**src/rtl/ulpb_layer_ctrl_pkg.sv**
```systemverilog
// ---------------------------------------------------------------------------
// ulpb_layer_ctrl_pkg : shared widths, opcodes and header field positions
// Rev 1.0
// ---------------------------------------------------------------------------
`default_nettype none

package ulpb_layer_ctrl_pkg;

  localparam int ADDR_WIDTH = 8;
  localparam int DATA_WIDTH = 32;

  localparam logic [3:0] LC_OP_WRITE = 4'h0;
  localparam logic [3:0] LC_OP_READ  = 4'h1;

  localparam int LC_HDR_OP_LSB    = 28;
  localparam int LC_HDR_IDX_LSB   = 24;
  localparam int LC_HDR_CNT_LSB   = 16;
  localparam int LC_HDR_PRIO_BIT  = 15;
  localparam int LC_HDR_REPLY_LSB = 0;

  // Header fields kept for the lifetime of a message.
  typedef struct packed {
    logic [3:0]            op;
    logic [7:0]            cnt;
    logic                  prio;
    logic [ADDR_WIDTH-1:0] reply;
  } lc_hdr_t;

endpackage

`default_nettype wire

```
**src/rtl/ulpb_layer_ctrl_if.sv**
```systemverilog
// ---------------------------------------------------------------------------
// ulpb_layer_ctrl_if : ULPB node TX/RX handshake pins seen by the layer
// Rev 1.0
// ---------------------------------------------------------------------------
`default_nettype none

interface ulpb_layer_ctrl_if;
  import ulpb_layer_ctrl_pkg::*;

  logic [ADDR_WIDTH-1:0] RX_ADDR;
  logic [DATA_WIDTH-1:0] RX_DATA;
  logic                  RX_REQ;
  logic                  RX_PEND;
  logic                  RX_FAIL;
  logic                  RX_ACK;
  logic [ADDR_WIDTH-1:0] TX_ADDR;
  logic [DATA_WIDTH-1:0] TX_DATA;
  logic                  TX_REQ;
  logic                  TX_PEND;
  logic                  PRIORITY;
  logic                  TX_ACK;
  logic                  TX_SUCC;
  logic                  TX_FAIL;
  logic                  TX_RESP_ACK;

  // Node side
  modport master (
    output RX_ADDR, RX_DATA, RX_REQ, RX_PEND, RX_FAIL, TX_ACK, TX_SUCC, TX_FAIL,
    input  RX_ACK, TX_ADDR, TX_DATA, TX_REQ, TX_PEND, PRIORITY, TX_RESP_ACK
  );

  // Layer controller side
  modport slave (
    input  RX_ADDR, RX_DATA, RX_REQ, RX_PEND, RX_FAIL, TX_ACK, TX_SUCC, TX_FAIL,
    output RX_ACK, TX_ADDR, TX_DATA, TX_REQ, TX_PEND, PRIORITY, TX_RESP_ACK
  );

endinterface

`default_nettype wire

```
**src/rtl/ulpb_lc_regfile.sv**
```systemverilog
// ---------------------------------------------------------------------------
// ulpb_lc_regfile : 2^IDX_W x 32 register file, one write port, comb read
// Rev 1.0
// ---------------------------------------------------------------------------
`default_nettype none

module ulpb_lc_regfile
  import ulpb_layer_ctrl_pkg::*;
#(
  parameter int IDX_W = 3
) (
  input  wire logic                               clk,
  input  wire logic                               rst_n,
  input  wire logic                               we,
  input  wire logic [IDX_W-1:0]                   wr_idx,
  input  wire logic [DATA_WIDTH-1:0]              wr_data,
  input  wire logic [IDX_W-1:0]                   rd_idx,
  output logic      [DATA_WIDTH-1:0]              rd_data,
  output logic      [DATA_WIDTH*(2**IDX_W)-1:0]   regs_flat
);

  localparam int NREG = 2 ** IDX_W;

  logic [DATA_WIDTH-1:0] r_mem [NREG];

  always_ff @(posedge clk or negedge rst_n) begin
    if (!rst_n) begin
      for (int i = 0; i < NREG; i++) begin
        r_mem[i] <= '0;
      end
    end else if (we) begin
      r_mem[wr_idx] <= wr_data;
    end
  end

  assign rd_data = r_mem[rd_idx];

  generate
    for (genvar g = 0; g < NREG; g++) begin : g_flat
      assign regs_flat[g*DATA_WIDTH +: DATA_WIDTH] = r_mem[g];
    end
  endgenerate

endmodule

`default_nettype wire

```
**src/rtl/ulpb_layer_ctrl.sv**
```systemverilog
// ---------------------------------------------------------------------------
// ulpb_layer_ctrl : decodes ULPB messages into register writes, answers reads
// Rev 1.0
// ---------------------------------------------------------------------------
`default_nettype none

module ulpb_layer_ctrl
  import ulpb_layer_ctrl_pkg::*;
#(
  parameter int IDX_W = 3
) (
  input  wire logic                             CLKIN,
  input  wire logic                             RESETn,
  ulpb_layer_ctrl_if.slave                      bus,
  output logic [DATA_WIDTH*(2**IDX_W)-1:0]      REG_OUT,
  output logic                                  REG_WR,
  output logic [IDX_W-1:0]                      REG_WR_IDX
);

  typedef enum logic [2:0] {
    S_IDLE     = 3'd0,
    S_RX_HDR   = 3'd1,
    S_RX_WR    = 3'd2,
    S_RX_DRAIN = 3'd3,
    S_TX_WORD  = 3'd4,
    S_TX_WAIT  = 3'd5,
    S_TX_RESP  = 3'd6
  } state_t;

  state_t                r_state,    w_state;
  lc_hdr_t               r_hdr,      w_hdr;
  logic [IDX_W-1:0]      r_idx,      w_idx;
  logic                  r_last,     w_last;
  logic                  r_rx_ack,   w_rx_ack;
  logic                  r_tx_req,   w_tx_req;
  logic [ADDR_WIDTH-1:0] r_tx_addr,  w_tx_addr;
  logic [DATA_WIDTH-1:0] r_tx_data,  w_tx_data;
  logic                  r_tx_pend,  w_tx_pend;
  logic                  r_tx_prio,  w_tx_prio;
  logic                  r_resp_ack, w_resp_ack;
  logic                  r_reg_wr,   w_reg_wr;
  logic [IDX_W-1:0]      r_wr_idx,   w_wr_idx;
  logic                  w_we;
  logic [DATA_WIDTH-1:0] w_rdata;
  logic                  w_unused;

  assign w_unused = ^bus.RX_ADDR;

  ulpb_lc_regfile #(.IDX_W(IDX_W)) u_regfile (
    .clk       (CLKIN),
    .rst_n     (RESETn),
    .we        (w_we),
    .wr_idx    (r_idx),
    .wr_data   (bus.RX_DATA),
    .rd_idx    (r_idx),
    .rd_data   (w_rdata),
    .regs_flat (REG_OUT)
  );

  always_comb begin
    w_state    = r_state;
    w_hdr      = r_hdr;
    w_idx      = r_idx;
    w_last     = r_last;
    w_rx_ack   = r_rx_ack;
    w_tx_req   = r_tx_req;
    w_tx_addr  = r_tx_addr;
    w_tx_data  = r_tx_data;
    w_tx_pend  = r_tx_pend;
    w_tx_prio  = r_tx_prio;
    w_resp_ack = r_resp_ack;
    w_reg_wr   = 1'b0;
    w_wr_idx   = r_wr_idx;
    w_we       = 1'b0;

    case (r_state)
      S_IDLE: begin
        if (bus.RX_REQ && !bus.RX_FAIL) begin
          w_rx_ack    = 1'b1;
          w_hdr.op    = bus.RX_DATA[LC_HDR_OP_LSB +: 4];
          w_hdr.cnt   = bus.RX_DATA[LC_HDR_CNT_LSB +: 8];
          w_hdr.prio  = bus.RX_DATA[LC_HDR_PRIO_BIT];
          w_hdr.reply = bus.RX_DATA[LC_HDR_REPLY_LSB +: ADDR_WIDTH];
          w_idx       = bus.RX_DATA[LC_HDR_IDX_LSB +: IDX_W];
          w_last      = !bus.RX_PEND;
          w_state     = S_RX_HDR;
        end
      end

      S_RX_HDR, S_RX_WR, S_RX_DRAIN: begin
        if (bus.RX_FAIL) begin
          w_rx_ack = 1'b0;
          w_state  = S_IDLE;
        end else if (r_rx_ack && !bus.RX_REQ) begin
          w_rx_ack = 1'b0;
          if (r_last) begin
            w_state = (r_hdr.op == LC_OP_READ) ? S_TX_WORD : S_IDLE;
          end else if (r_state == S_RX_HDR) begin
            w_state = (r_hdr.op == LC_OP_WRITE) ? S_RX_WR : S_RX_DRAIN;
          end
        end else if (!r_rx_ack && bus.RX_REQ && (r_state != S_RX_HDR)) begin
          w_rx_ack = 1'b1;
          w_last   = !bus.RX_PEND;
          if (r_state == S_RX_WR) begin
            w_we     = 1'b1;
            w_reg_wr = 1'b1;
            w_wr_idx = r_idx;
            w_idx    = r_idx + 1'b1;
          end
        end
      end

      S_TX_WORD: begin
        if (bus.TX_FAIL) begin
          w_tx_req   = 1'b0;
          w_resp_ack = 1'b1;
          w_state    = S_TX_RESP;
        end else if (!r_tx_req) begin
          // Data is fetched at load time so late writes are reflected.
          w_tx_req  = 1'b1;
          w_tx_addr = r_hdr.reply;
          w_tx_data = w_rdata;
          w_tx_pend = (r_hdr.cnt != 8'd0);
          w_tx_prio = r_hdr.prio;
          w_idx     = r_idx + 1'b1;
          if (r_hdr.cnt != 8'd0) begin
            w_hdr.cnt = r_hdr.cnt - 8'd1;
          end
        end else if (bus.TX_ACK) begin
          w_tx_req = 1'b0;
          w_state  = S_TX_WAIT;
        end
      end

      S_TX_WAIT: begin
        if (bus.TX_SUCC || bus.TX_FAIL) begin
          w_resp_ack = 1'b1;
          w_state    = S_TX_RESP;
        end else if (!bus.TX_ACK && r_tx_pend) begin
          w_state = S_TX_WORD;
        end
      end

      S_TX_RESP: begin
        if (!bus.TX_SUCC && !bus.TX_FAIL) begin
          w_resp_ack = 1'b0;
          w_tx_prio  = 1'b0;
          w_state    = S_IDLE;
        end
      end

      default: w_state = S_IDLE;
    endcase
  end

  always_ff @(posedge CLKIN or negedge RESETn) begin
    if (!RESETn) begin
      r_state    <= S_IDLE;
      r_hdr      <= '0;
      r_idx      <= '0;
      r_last     <= 1'b0;
      r_rx_ack   <= 1'b0;
      r_tx_req   <= 1'b0;
      r_tx_addr  <= '0;
      r_tx_data  <= '0;
      r_tx_pend  <= 1'b0;
      r_tx_prio  <= 1'b0;
      r_resp_ack <= 1'b0;
      r_reg_wr   <= 1'b0;
      r_wr_idx   <= '0;
    end else begin
      r_state    <= w_state;
      r_hdr      <= w_hdr;
      r_idx      <= w_idx;
      r_last     <= w_last;
      r_rx_ack   <= w_rx_ack;
      r_tx_req   <= w_tx_req;
      r_tx_addr  <= w_tx_addr;
      r_tx_data  <= w_tx_data;
      r_tx_pend  <= w_tx_pend;
      r_tx_prio  <= w_tx_prio;
      r_resp_ack <= w_resp_ack;
      r_reg_wr   <= w_reg_wr;
      r_wr_idx   <= w_wr_idx;
    end
  end

  assign bus.RX_ACK      = r_rx_ack;
  assign bus.TX_REQ      = r_tx_req;
  assign bus.TX_ADDR     = r_tx_addr;
  assign bus.TX_DATA     = r_tx_data;
  assign bus.TX_PEND     = r_tx_pend;
  assign bus.PRIORITY    = r_tx_prio;
  assign bus.TX_RESP_ACK = r_resp_ack;
  assign REG_WR          = r_reg_wr;
  assign REG_WR_IDX      = r_wr_idx;

endmodule

`default_nettype wire

```
**src/flat_wrapper.sv**
```systemverilog
// flat-port wrapper written by rule: the top's interface ports become plain ports
module ulpb_layer_ctrl_flat import ulpb_layer_ctrl_pkg::*;
#(
  parameter int IDX_W = 3
)
  (CLKIN, RESETn, REG_OUT, REG_WR, REG_WR_IDX, bus_RX_ADDR, bus_RX_DATA, bus_RX_REQ, bus_RX_PEND, bus_RX_FAIL, bus_TX_ACK, bus_TX_SUCC, bus_TX_FAIL, bus_RX_ACK, bus_TX_ADDR, bus_TX_DATA, bus_TX_REQ, bus_TX_PEND, bus_PRIORITY, bus_TX_RESP_ACK);
  ulpb_layer_ctrl_if bus_i ();
  input  wire logic CLKIN;
  input  wire logic RESETn;
  output logic [DATA_WIDTH*(2**IDX_W)-1:0] REG_OUT;
  output logic REG_WR;
  output logic [IDX_W-1:0] REG_WR_IDX;
  input wire logic [$bits(bus_i.RX_ADDR)-1:0] bus_RX_ADDR;
  input wire logic [$bits(bus_i.RX_DATA)-1:0] bus_RX_DATA;
  input wire logic [$bits(bus_i.RX_REQ)-1:0] bus_RX_REQ;
  input wire logic [$bits(bus_i.RX_PEND)-1:0] bus_RX_PEND;
  input wire logic [$bits(bus_i.RX_FAIL)-1:0] bus_RX_FAIL;
  input wire logic [$bits(bus_i.TX_ACK)-1:0] bus_TX_ACK;
  input wire logic [$bits(bus_i.TX_SUCC)-1:0] bus_TX_SUCC;
  input wire logic [$bits(bus_i.TX_FAIL)-1:0] bus_TX_FAIL;
  output wire logic [$bits(bus_i.RX_ACK)-1:0] bus_RX_ACK;
  output wire logic [$bits(bus_i.TX_ADDR)-1:0] bus_TX_ADDR;
  output wire logic [$bits(bus_i.TX_DATA)-1:0] bus_TX_DATA;
  output wire logic [$bits(bus_i.TX_REQ)-1:0] bus_TX_REQ;
  output wire logic [$bits(bus_i.TX_PEND)-1:0] bus_TX_PEND;
  output wire logic [$bits(bus_i.PRIORITY)-1:0] bus_PRIORITY;
  output wire logic [$bits(bus_i.TX_RESP_ACK)-1:0] bus_TX_RESP_ACK;
  assign bus_i.RX_ADDR = bus_RX_ADDR;
  assign bus_i.RX_DATA = bus_RX_DATA;
  assign bus_i.RX_REQ = bus_RX_REQ;
  assign bus_i.RX_PEND = bus_RX_PEND;
  assign bus_i.RX_FAIL = bus_RX_FAIL;
  assign bus_i.TX_ACK = bus_TX_ACK;
  assign bus_i.TX_SUCC = bus_TX_SUCC;
  assign bus_i.TX_FAIL = bus_TX_FAIL;
  assign bus_RX_ACK = bus_i.RX_ACK;
  assign bus_TX_ADDR = bus_i.TX_ADDR;
  assign bus_TX_DATA = bus_i.TX_DATA;
  assign bus_TX_REQ = bus_i.TX_REQ;
  assign bus_TX_PEND = bus_i.TX_PEND;
  assign bus_PRIORITY = bus_i.PRIORITY;
  assign bus_TX_RESP_ACK = bus_i.TX_RESP_ACK;
  ulpb_layer_ctrl #(.IDX_W(IDX_W)) u_core (.CLKIN(CLKIN), .RESETn(RESETn), .bus(bus_i), .REG_OUT(REG_OUT), .REG_WR(REG_WR), .REG_WR_IDX(REG_WR_IDX));
endmodule
```
**config.mk**
```make
export PLATFORM = sky130hd
export DESIGN_NAME = ulpb_layer_ctrl_flat
export DESIGN_NICKNAME = d
export VERILOG_FILES = /design/src/rtl/ulpb_layer_ctrl_pkg.sv /design/src/rtl/ulpb_layer_ctrl_if.sv /design/src/rtl/ulpb_lc_regfile.sv /design/src/rtl/ulpb_layer_ctrl.sv /design/src/flat_wrapper.sv
export SDC_FILE = /design/constraint.sdc
export NUM_CORES = 1
export LEC_CHECK = 0
export ABC_CLOCK_PERIOD_IN_PS = 2230
export CAP_MARGIN = 20
export CORE_MARGIN = 5
export CORE_UTILIZATION = 40
export CTS_CLUSTER_SIZE = 30
export DETAILED_ROUTE_END_ITERATION = 8
export GPL_ROUTABILITY_DRIVEN = 1
export GPL_TIMING_DRIVEN = 1
export PLACE_DENSITY_LB_ADDON = 0.08
export SLEW_MARGIN = 0
export SYNTH_ARGS = -nofsm -noshare
export SYNTH_HDL_FRONTEND = slang
export SYNTH_SLANG_ARGS = --single-unit
```
**constraint.sdc**
```tcl
create_clock -name CLKIN -period 2.23 [get_ports CLKIN]
set_input_delay 0.446 -clock CLKIN [delete_from_list [all_inputs] [get_ports CLKIN]]
set_output_delay 0.446 -clock CLKIN [all_outputs]
set_load 0.02 [all_outputs]
```
Word-level counts from Yosys, hierarchy flattened
Index checks and enable logic that the tools add are counted.

storage, ports and cells
  register bits = 333
  bits of input ports = 48
  output and inout port bits = 305
  word-level logic and storage cells = 150

operators by class
  add/subtract/negate cells = 2
  order comparisons = 2
  equal/unequal tests = 25
  mux-type cells = 58
  bitwise gates (word level) = 5
  reduce and logical (&&, ||, !) cells = 34

operators by type and width
  operator               number
  $bwmux W256            1
  $bmux W32 S3           1
  $demux W32 S3          1
  $mux W32               3
  $mux W3                19
  $mux W8                3
  $mux W1                22
  $mux W17               1
  $pmux W8 S2            1
  $pmux W3 S5            1
  $reduce_and A5 Y1      3
  $ne A2 B1 Y1 const B   6
  $ne A2 B2 Y1 const B   5
  $eq A3 B3 Y1 const B   3
  $pmux W3 S3            1
  $ne A4 B2 Y1 const B   2
  $reduce_and A4 Y1      2
  $reduce_and A8 Y1      1
  $reduce_bool A8 Y1     1
  $sub A8 B1 Y8 const B  1
  $logic_and A1 B1 Y1    7
  $logic_not A1 Y1       7
  $reduce_and A7 Y1      1
  $eq A3 B2 Y1 const B   2
  other kinds (20)       31

Logic depth before layout (Yosys ltp)
  depth after elaboration = 7
  mapped depth = 8
  mapped depth without buffers = 6

By module
From an unflattened synthesis, not the netlist that was laid out.

unflattened totals
  cell total of the unflattened synthesis = 939
  area total of the unflattened synthesis = 15033.2 um^2

by module, submodules not included
  module           times used  cells an instance  area an instance (um^2)  sequential area each (um^2)
  ulpb_lc_regfile  1           665                11639.9                  6406.1
  ulpb_layer_ctrl  1           274                3393.3                   1926.8

Worst setup path before layout
Ideal clock, no wire load.

  kind = reg-to-reg
  from = register u_core.r_state[0]
  to = register u_core.u_regfile.r_mem (netlist bit u_core.u_regfile.regs_flat[132])
  library setup time = 0.125 ns
  data arrival time = 1.875 ns
  required time = 2.105 ns
  path slack = 0.230 ns
  cell stages (with the launch flop) = 7
  buffers on the path = 2
  period minus slack after synthesis = 2.000 ns
  cell sequence = dfrtp_1 -> buf_2 -> nor2b_2 -> nand4b_4 -> nor4b_4 -> buf_6 -> mux2_2

on the way
  longest elaborated chain between the ends = 6
  elaborated cells on any way between the ends = 11
  those cells by class = 4 x eq/ne; 5 x mux; 2 x reduce/logical

ends and longest elaborated chain
  element                                                line                                                                   text
  start, declared                                        ulpb_layer_ctrl.sv:30                                                  state_t r_state, w_state;
  start signal, assigned                                 ulpb_layer_ctrl.sv:172                                                 r_state <= w_state;
  $eq A3 B2 Y1 / $ne A3 B1 Y1 (equally long branches)    ulpb_layer_ctrl.sv:76, ulpb_layer_ctrl.sv:104, ulpb_layer_ctrl.sv:101
  $mux W1 / $logic_and A1 B1 Y1 (equally long branches)  ulpb_layer_ctrl.sv:104, ulpb_layer_ctrl.sv:101
  $mux W1                                                ulpb_layer_ctrl.sv:101                                                 end else if (!r_rx_ack && bus.RX_REQ && (r_state != S_RX_HDR)) begin
  $mux W1                                                ulpb_layer_ctrl.sv:94                                                  end else if (r_rx_ack && !bus.RX_REQ) begin
  $mux W1                                                ulpb_layer_ctrl.sv:91                                                  if (bus.RX_FAIL) begin
  $mux W1 *                                              ulpb_layer_ctrl.sv:76                                                  case (r_state)
  end signal, assigned by index                          ulpb_lc_regfile.sv:32                                                  r_mem[wr_idx] <= wr_data;
  end, declared                                          ulpb_lc_regfile.sv:24                                                  logic [DATA_WIDTH-1:0] r_mem [NREG];

Mark *: on every way between the ends. The rest lies on a longest branch, timed or not.
A chain may end at the register's enable or synchronous reset.

Final worst setup path
  from = register u_core.r_tx_req, in the netlist u_core.bus.TX_REQ
  to = output port bus_TX_REQ

RTL lines
  element                 line                    text
  start, declared         ulpb_layer_ctrl.sv:35   logic r_tx_req, w_tx_req;
  start signal, assigned  ulpb_layer_ctrl.sv:177  r_tx_req <= w_tx_req;
  end, declared           flat_wrapper.sv:24      output wire logic [$bits(bus_i.TX_REQ)-1:0] bus_TX_REQ;

No word-level cell between the ends.

==> impl_metrics.json <==
{
  "setup.worst_path.end": "bus_TX_REQ",
  "io_buffers": 344,
  "coreArea_um2": 36500,
  "relSlewSlack": 0.580,
  "yosysWarnings": 0,
  "synth_edf_count": 0,
  "synth_compound_area_frac": 0.0370,
  "synth-simple-area-share": 0.0367,
  "worst_pin_slew_ns": 0.625,
  "die_height_um": 202,
  "fin_crit_sh": 0.940,
  "drcViolationCount": 0,
  "num_rows": 70,
  "synthesis.nets": 1021,
  "final_hold_viol_count": 0,
  "synthXorXnorAreaFrac": 0.000594,
  "endpoint_kind": "primary output",
  "drtPass1Iterations": 4,
  "synthMuxAreaShare": 0.335,
  "finalWirelength_mm": 45.8,
  "crit_cells": 1,
  "start_kind": "flop",
  "synth_area_um2": 14800,
  "max_freq_mhz": 477,
  "gp_congestion": 0.816,
  "synth_seq_area_share": 0.565,
  "hold_class": "in2async",
  "synth.avg_cell_area_um2": 15.2,
  "synth_top_family_by_area": "multiplexers",
  "initial_core_util": 0.404,
  "postRouteAntennaNets": 0,
  "cts_sinks": 333,
  "period_minus_slack_ns": 2.10,
  "via_per_inst": 5.35,
  "clock-root-buffer": "clkbuf_16",
  "grt_pass1_wl_mm": 69.8,
  "reg2reg_to": "u_core.u_regfile.regs_flat[158]",
  "synthAdderAreaFrac": 0.00254,
  "crit_family": "buffers and inverters",
  "ys.flop_type": "dfrtp_1",
  "drv_slew": 0,
  "postCtsSetupRepairBufs": 0,
  "rsz0062_at_grt": "false",
  "finalNetCount": 1413,
  "gr-total-overflow": 0,
  "peakVddDrop_mv": 0.727,
  "power-per-cell-area_nw_per_um2": 1370,
  "grt_max_degree": 58,
  "maxCapViolations": 0,
  "grt_pass1_vias": 10626,
  "placed_area_um2": 19200,
  "synthToLayoutAreaGrowth_pct": 38.8,
  "wire_per_inst_um": 24.7,
  "fp.dieW_um": 202,
  "cts_tree": "built",
  "worstReg2RegStart": "u_core.r_state[2]",
  "critPathBufInv": 1,
  "die_area_um2": 40800,
  "clk_latency_ns": 0.52,
  "diodes": 0,
  "clkTransAtPathRegs_ns": 0.06,
  "fin_ws_ns": 0.133,
  "drive_gt1_frac": 0.342,
  "async_flop_share": 1.00,
  "clockBufferDepth": 3,
  "cts_resized": 0,
  "worstPathArrival_ns": 1.65,
  "reg2reg_depth": 6,
  "num_vias": 9926,
  "worstPathRequired_ns": 1.78,
  "fillCellCount": 3015,
  "fin_area_um2": 20500,
  "initialDrtViolationCount": 325,
  "worstSetupPathType": "reg2out",
  "cts_buffers": 38,
  "fin_util": 0.561,
  "netlist_instances": 970,
  "crit_path_top_delay_cell": "clkdlybuf4s50_1",
  "finalSetupViolations": 0,
  "path_max_fanout": 8,
  "finClkSkew_ns": 0.0103,
  "leakagePower_nw": 9.37,
  "ys_types": 58,
  "h-tree-depth": 2,
  "pre_cts_slack_ns": -0.411,
  "grt_use_total": 0.222,
  "place_hpwl_mm": 31.4,
  "cp-startpoint": "u_core.bus.TX_REQ",
  "max_stage_delay_ns": 0.66,
  "antenna_found_initial": 0,
  "r2r_slack_ns": 0.15,
  "cts.hold.buffers_added": 1,
  "path_cells": "clkdlybuf4s50_1",
  "setup_tns_ns": 0,
  "ios": 353,
  "ys_ff_latch": 333,
  "status": "finished, final reports clean"
}
==> where the power goes <==
group / switching, mW / total [mW] / internal (mW)
Sequential: 1.83 / 9.92 / 8.10
Combinational: 5.80 / 12.1 / 6.31
Clock: 2.44 / 6.10 / 3.66
Total: 10.1 / 28.1 / 18.1
==> flip-flops by register name, indices dropped and copies added, names as in the netlist, 3 cells and up <==
register,cells
u_core.bus.TX_DATA,32
u_core.r_idx,3
u_core.r_hdr,21
u_core.REG_WR_IDX,3
u_core.r_state,3
u_core.bus.TX_ADDR,8
u_core.u_regfile.regs_flat,256
==> kinds of logic after synthesis <==
family,after synthesis
AO/OA/AOI/OAI,93
XOR/XNOR,1
adder cells (fa/ha/maj),3
buffers and inverters,69
flip-flops,333
multiplexers,379
AND/OR/NAND/NOR,92
==> worst register-to-register path, delay by kind of cell, from the launching register on <==
| family | cells | cell delay [ns] |
|---|---|---|
| and+or+nand+nor | 3 | 0.64 |
| buffers and inverters | 2 | 0.54 |
| muxes | 1 | 0.39 |
| DFF | 1 | 0.38 |
==> through the flow <==
stage,hold slack (ns),power [mW],std cells
after floorplan,0.150,16.2,970
after global placement,0.395,22.1,1789
after detailed placement,0.400,22.2,1789
after CTS,0.442,28.5,1856
after global routing,0.460,29.6,1856
final,0.433,28.1,1856
==> layout make-up <==
type / count / area (um2) / share of cell area
flip-flops and latches: 333 / 8340 / 0.407
multi-input cells: 568 / 6090 / 0.298
repair buffers: 413 / 4210 / 0.205
clock buffers: 61 / 1160 / 0.0566
well taps: 468 / 586 / 0.0286
clock inverters: 5 / 56.3 / 0.00275
inverters: 8 / 30.0 / 0.00147
==> Yosys cell counts, drive strengths merged, types with 3 or more instances <==
cell type,number,area [um2]
nand3b,3,30.0
nand2b,4,25.0
or3,4,25.0
nor2,15,71.3
nand2,42,158
clkbuf,18,67.6
buf,43,239
a21oi,17,85.1
a21o,3,22.5
inv,8,30.0
a31oi,4,25.0
nor4,5,46.3
ha,3,37.5
dfrtp,333,8330
nand3,4,25.0
mux2,282,3180
mux4,64,1440
nor3,3,20.0
mux2i,33,330
nor3b,3,27.5
o21ai,48,240
==> metal layers <==
layer,part of all wire,global-route usage
met1,0.43,0.296
met4,0.017,0.0500
met2,0.48,0.366
met5,0,0
met3,0.067,0.0608
==> cells in the final DEF (no fill, tap or decap), types with 3 or more instances in the layout <==
cell type          n
clkdlybuf4s50_1  343
dfrtp_1          331
mux2_2           268
mux4_2            64
buf_4             49
o21ai_0           48
nand2_1           41
clkbuf_16         39
mux2i_1           33
buf_12            19
a21oi_1           17
mux2_1            14
nor2_1            13
clkbuf_1          12
clkbuf_8          10
inv_1              7
a31oi_1            4
nand2b_1           4
nor4_1             4
or3_1              3
nand3_1            3
a21o_1             3
ha_1               3
==> how the worst min path moves through the flow <==
stage / from / to / slack (ns) / cells past startpoint
final: RESETn / u_core.bus.TX_RESP_ACK / 0.43 / 2
after global routing: RESETn / u_core.bus.TX_RESP_ACK / 0.46 / 2
after CTS: RESETn / u_core.r_last / 0.44 / 2
after detailed placement: RESETn / u_core.REG_WR / 0.40 / 1
after global placement: RESETn / u_core.bus.TX_RESP_ACK / 0.40 / 1
after floorplan: RESETn / u_core.REG_WR / 0.15 / 0
Note: power is estimated with default switching activity, not from simulation.
